<file path="config.mk">
export PLATFORM = sky130hd
export DESIGN_NAME = rr_arb_mux
export DESIGN_NICKNAME = d
export VERILOG_FILES = /design/src/rtl/rr_arb_mux.sv
export SDC_FILE = /design/constraint.sdc
export NUM_CORES = 1
export LEC_CHECK = 0
export CORE_MARGIN = 2
export CORE_UTILIZATION = 32
export CTS_CLUSTER_DIAMETER = 100
export CTS_CLUSTER_SIZE = 25
export DETAILED_ROUTE_END_ITERATION = 16
export MAX_ROUTING_LAYER = met4
export PLACE_DENSITY_LB_ADDON = 0.15
export SYNTH_ARGS = -nofsm -noshare
export SYNTH_HDL_FRONTEND = slang
export SYNTH_SLANG_ARGS = --single-unit
</file>
<file path="constraint.sdc">
create_clock -name clk -period 3.5 [get_ports clk]
set_input_delay 1.05 -clock clk [delete_from_list [all_inputs] [get_ports clk]]
set_output_delay 1.05 -clock clk [all_outputs]
set_load 0.03 [all_outputs]
</file>
<file path="src/rtl/rr_arb_mux.sv">
// N-channel arbitrating mux (fixed priority or round-robin) into a one-beat output register.
// Latency: 1 cycle from input handshake to out_*; full throughput with simultaneous drain/load.
// Backpressure: out_valid & !out_ready freezes the held beat and forces in_ready to zero.
module rr_arb_mux #(
    parameter int WIDTH = 32,
    parameter int N     = 4,
    parameter int SELW  = $clog2(N)
) (
    input  logic                 clk,
    input  logic                 reset_n,
    input  logic                 mode,
    input  logic [N-1:0]         in_valid,
    input  logic [N*WIDTH-1:0]   in_data,
    output logic [N-1:0]         in_ready,
    output logic                 out_valid,
    output logic [WIDTH-1:0]     out_data,
    output logic [SELW-1:0]      out_sel,
    input  logic                 out_ready
);

    logic              r_out_valid;
    logic [WIDTH-1:0]  r_out_data;
    logic [SELW-1:0]   r_out_sel;
    logic [SELW-1:0]   r_ptr;

    logic              w_load_en;
    logic              w_any_req;
    logic              w_grant_vld;
    logic [SELW-1:0]   w_lo_idx;
    logic              w_hi_found;
    logic [SELW-1:0]   w_hi_idx;
    logic [SELW-1:0]   w_grant;
    logic [SELW-1:0]   w_ptr_next;

    assign w_load_en = !r_out_valid || out_ready;
    assign w_any_req = |in_valid;

    // Lowest requester overall doubles as the fixed-priority winner and the round-robin wrap winner.
    always_comb begin
        w_lo_idx   = '0;
        w_hi_idx   = '0;
        w_hi_found = 1'b0;
        for (int i = N - 1; i >= 0; i--) begin
            if (in_valid[i]) begin
                w_lo_idx = SELW'(i);
                if (i >= int'(r_ptr)) begin
                    w_hi_idx   = SELW'(i);
                    w_hi_found = 1'b1;
                end
            end
        end
    end

    always_comb begin
        w_grant = w_lo_idx;
        if (mode && w_hi_found) begin
            w_grant = w_hi_idx;
        end
    end

    assign w_grant_vld = reset_n && w_load_en && w_any_req;
    assign in_ready    = w_grant_vld ? (N'(1) << w_grant) : '0;
    assign w_ptr_next  = (w_grant == SELW'(N - 1)) ? '0 : w_grant + SELW'(1);

    always_ff @(posedge clk) begin
        if (!reset_n) begin
            r_out_valid <= 1'b0;
            r_out_data  <= '0;
            r_out_sel   <= '0;
            r_ptr       <= '0;
        end else if (w_load_en) begin
            if (w_grant_vld) begin
                r_out_valid <= 1'b1;
                r_out_data  <= in_data[int'(w_grant)*WIDTH +: WIDTH];
                r_out_sel   <= w_grant;
                if (mode) begin
                    r_ptr <= w_ptr_next;
                end
            end else begin
                r_out_valid <= 1'b0;
            end
        end
    end

    assign out_valid = r_out_valid;
    assign out_data  = r_out_data;
    assign out_sel   = r_out_sel;

endmodule
</file>
Word-level counts from Yosys, hierarchy flattened
Cells that the tools add are included.

Register bits after elaboration: 37. Input port bits: 136.

Magnitude comparators: 3. Eq/ne operators: 1. Add/subtract/negate cells: 1. Reduce and logical (&&, ||, !) cells: 8. Muxes and demuxes: 21. Shift operators: 2.

Operator list (count): $shiftx A128 B8 Y32 (1); $mux W2 (12); $mux W1 (8); $ge A1 B2 Y1 const A (2); $mux W4 (1); $reduce_or A4 Y1 (1); $shl A1 B2 Y4 const A (1); $logic_and A1 B1 Y1 (3); $reduce_and A3 Y1 (1); $add A2 B1 Y2 const B (1); $eq A2 B2 Y1 const B (1); $ge A2 B2 Y1 const A (1); $reduce_and A2 Y1 (1); $logic_not A1 Y1 (1); $logic_or A1 B1 Y1 (1).

Longest topological paths before layout
Depth after elaboration: 11. Mapped depth: 9.

Worst setup path before layout
No wires, ideal clock.

Path kind: in2out. Start point: input port in_valid[3]. End point: output port in_ready[0]. Data required time: 2.450 ns. Slack: -0.139 ns. Cell stages on the path: 9. Buffers on the path: 2. Arrival: 2.589 ns. Cells stage by stage: or2_4 -> o211a_1 -> or3_1 -> buf_6 -> nand2_4 -> inv_2 -> buf_4 -> ha_1 -> and2_1.

Cells in the longest elaborated chain, start to end: 11. Elaborated cells between the ends (all ways): 23. Those cells by class: shift (1); mux (19); reduce/logical (3).

Ends and longest elaborated chain: from (decl) (RTL line 12) `input logic [N-1:0] in_valid,`; $mux W1 (RTL line 44) `if (in_valid[i]) begin`; $mux W1 (RTL line 46) `if (i >= int'(r_ptr)) begin`; $mux W1 (RTL line 44); $mux W1 (RTL line 46); $mux W1 (RTL line 44); $mux W1 (RTL line 46); $mux W1 (RTL line 44); $logic_and A1 B1 Y1 (RTL line 56) `if (mode && w_hi_found) begin`; $mux W2 (RTL line 56); $shl A1 B2 Y4 (RTL line 62) `assign in_ready = w_grant_vld ? (N'(1) << w_grant) : '0;`; $mux W4 * (RTL line 62); to (decl) (RTL line 14) `output logic [N-1:0] in_ready,`.

Every way passes the cells marked *; elsewhere a longest branch is shown, timed or not.

Worst setup path after layout
Ends and elaborated chain as after synthesis.

==> reports/metrics.cfg <==
[placed_design]
place_area_um2=4500
place_congestion=0.881
dp_hpwl_um=6620
io_buffers=174
post-place-ws_ns=-0.476
place_inst=556

[worst_setup_path]
path_class=input pin to primary output
path_cells=buf_8 > or2_4 > o211a_1 > or3_4 > nand2_4 > inv_6 > ha_4 > and2_4 > buf_6
critPathCaptureType=primary output
ff2ff_path_depth=8
cp-start-kind=input pin
worst-path-stages=9
critical_path_arrival_ns=2.44
slowest_stage=or3_4
required_ns=2.45
cp_top_family=simple AND/OR/NAND/NOR gates
cp_max_fo=4
cp_num_buf_inv=3
slowest_delay_ns=0.35

[floorplanning]
coreArea_um2=7650
die_width_um=92.6
chipHeight_um=92.6
row_count=32
ios=175
start_util_pct=32.8
fp.dieArea_um2=8570

[cells_and_area]
final_area_um2=4660
finalNetCount=607
seqCellArea_um2=741
num_antenna_cells=0
layout.cells.non_filler=568
final_common_cell=clkdlybuf4s50_1
multi_input_area_um2=1700
area_growth_syn_to_layout_pct=85.4
final_util_pct=60.9
drive_above_1_share_pct=17.4
n_fill_cell=683
final_cell_mix=165 x clkdlybuf4s50_1, 48 x mux2i_1, 37 x dfxtp_1

[synthesis]
synth_top_area_cell=dfxtp_1
yosysWarnings=0
synth_seq_area_share_pct=29.5
synth_cell_types=39
syn_area_um2=2510
synth_top_area_share_pct=29.5
synth_area_leaders=dfxtp_1 29%, mux2i_1 19%, o221ai_1 5.6%
synth.net_count=414
async_reset_ff_share_pct=0
avgSynthCellArea_um2=9.16
synth_flop_cell=dfxtp_1
synthCells=274
synth_edf_count=0
ys_ff_latch=37

[global_routing]
overflow=0
top_usage_layer=met2
use_met2_pct=36.7
grt_pass1_wl_um=13700
grt_use_total_pct=20.6
grt_max_degree=41
first_global_vias=2920
grtUsageMet1_pct=23.7
use_met3_pct=3.91
antenna_found_initial=0

[timing]
finalSetupTns_ns=0
period_share_pct=99.8
setup_ws_ns=0.00646
min_period_ns=3.49
tightest_slew_ns=0.804
setup_viol=0
whs_ns=0.440
max_slew_margin_pct=46.2
rsz0062_at_grt=yes
max_freq_ghz=0.286
drv_slew=0
skew_ns=0.00480
hold_viol=0

[hold_path]
min_path_cells=2
hold_path.class=flop to flop

[clocking]
htreeDepth=2
cts_tree=done
cts_hold_buf=0
cts_buffers=5
clk_pin_slew_worst_paths_ns=0.07
clockBufferDepth=2
root_buffer=clkbuf_8
clock_sinks=37
insertion_delay_ns=0.28

[power]
leakagePower_nw=1.93
power_density_nw_per_um2=322
peakVddDrop_mv=0.152
power_mw=1.50

[route]
post-route-drc-count=0
wl_per_cell_um=15.2
dr_total_vias=2824
wl_um=8610
viasPerCell=4.97
drtIter0Drc=142
ant_nets=0
dr.pass1.iters=4

[outcome]
outcome=finished clean

[run]
max-cap-violations=0

==> final cells by class <==
| cell class | instances | share of cell area (%) |
|---|---|---|
| timing repair buffer | 208 | 42.9 |
| clock inverter | 1 | 0.107 |
| tap | 102 | 2.74 |
| multi-input combinational | 213 | 36.5 |
| clock buffer | 5 | 1.48 |
| inverter | 2 | 0.269 |
| sequential | 37 | 15.9 |
==> state kept, by name, summed over array words and instances, names as in the netlist <==
signal and count:
out_valid 1, r_ptr 2, out_sel 2, out_data 32
==> power by group <==
group | internal (mW) | switching (mW)
sequential | 0.474 | 0.0285
clock | 0.131 | 0.145
combinational | 0.391 | 0.331
==> layer usage <==
metal | vias to the layer above | wire [um]
li1 | 1412 | -
met3 | 11 | 460
met5 | - | 0
met1 | 1296 | 3480
met4 | 0 | 105
met2 | 105 | 4570
==> what timing repair did <==
item | CTS | global route
setup endpoints to repair | 4 | 4
pin swaps | 7 | 3
setup buffers | 5 | 1
resized for setup | 33 | 6
==> kinds of logic (layout without fill, tap and decap cells) <==
| logic type | Yosys count | after routing | synth area share (%) |
|---|---|---|---|
| multiplexers | 55 | 55 | 23.0 |
| AND/OR/NAND/NOR | 81 | 81 | 17.9 |
| flip-flops | 37 | 37 | 29.5 |
| buffers and inverters | 24 | 216 | 5.33 |
| AO/OA/AOI/OAI | 73 | 73 | 22.2 |
| adder cells (fa/ha/maj) | 4 | 4 | 1.99 |
==> tightest hold or removal path: stages, from the launching register on <==
cell and delay, ns:
dfxtp_1 0.31, nand2_1 0.05, nand2_1 0.04
==> worst paths after layout <==
kind,startpoint,end,slack (ns)
setup / recovery,in_valid[3],in_ready[0],0.006
hold / removal,out_sel[1],out_sel[1],0.44
setup reg to reg,r_ptr[0],out_data[1],1.15
hold reg to reg,out_sel[1],out_sel[1],0.44
==> synthesized netlist by cell type, types with 5 or more instances <==
| cell type | count |
|---|---|
| nand2_1 | 23 |
| dfxtp_1 | 37 |
| nand3_1 | 18 |
| a311o_1 | 9 |
| o21ai_0 | 10 |
| mux2i_1 | 48 |
| o21ai_2 | 5 |
| buf_4 | 5 |
| mux2_4 | 5 |
| o21a_1 | 10 |
| o221ai_1 | 16 |
| and2_1 | 15 |
| nor4b_1 | 9 |
| a21oi_1 | 9 |
| buf_2 | 8 |
| clkbuf_1 | 7 |
Power figures use the tool's default switching activity.
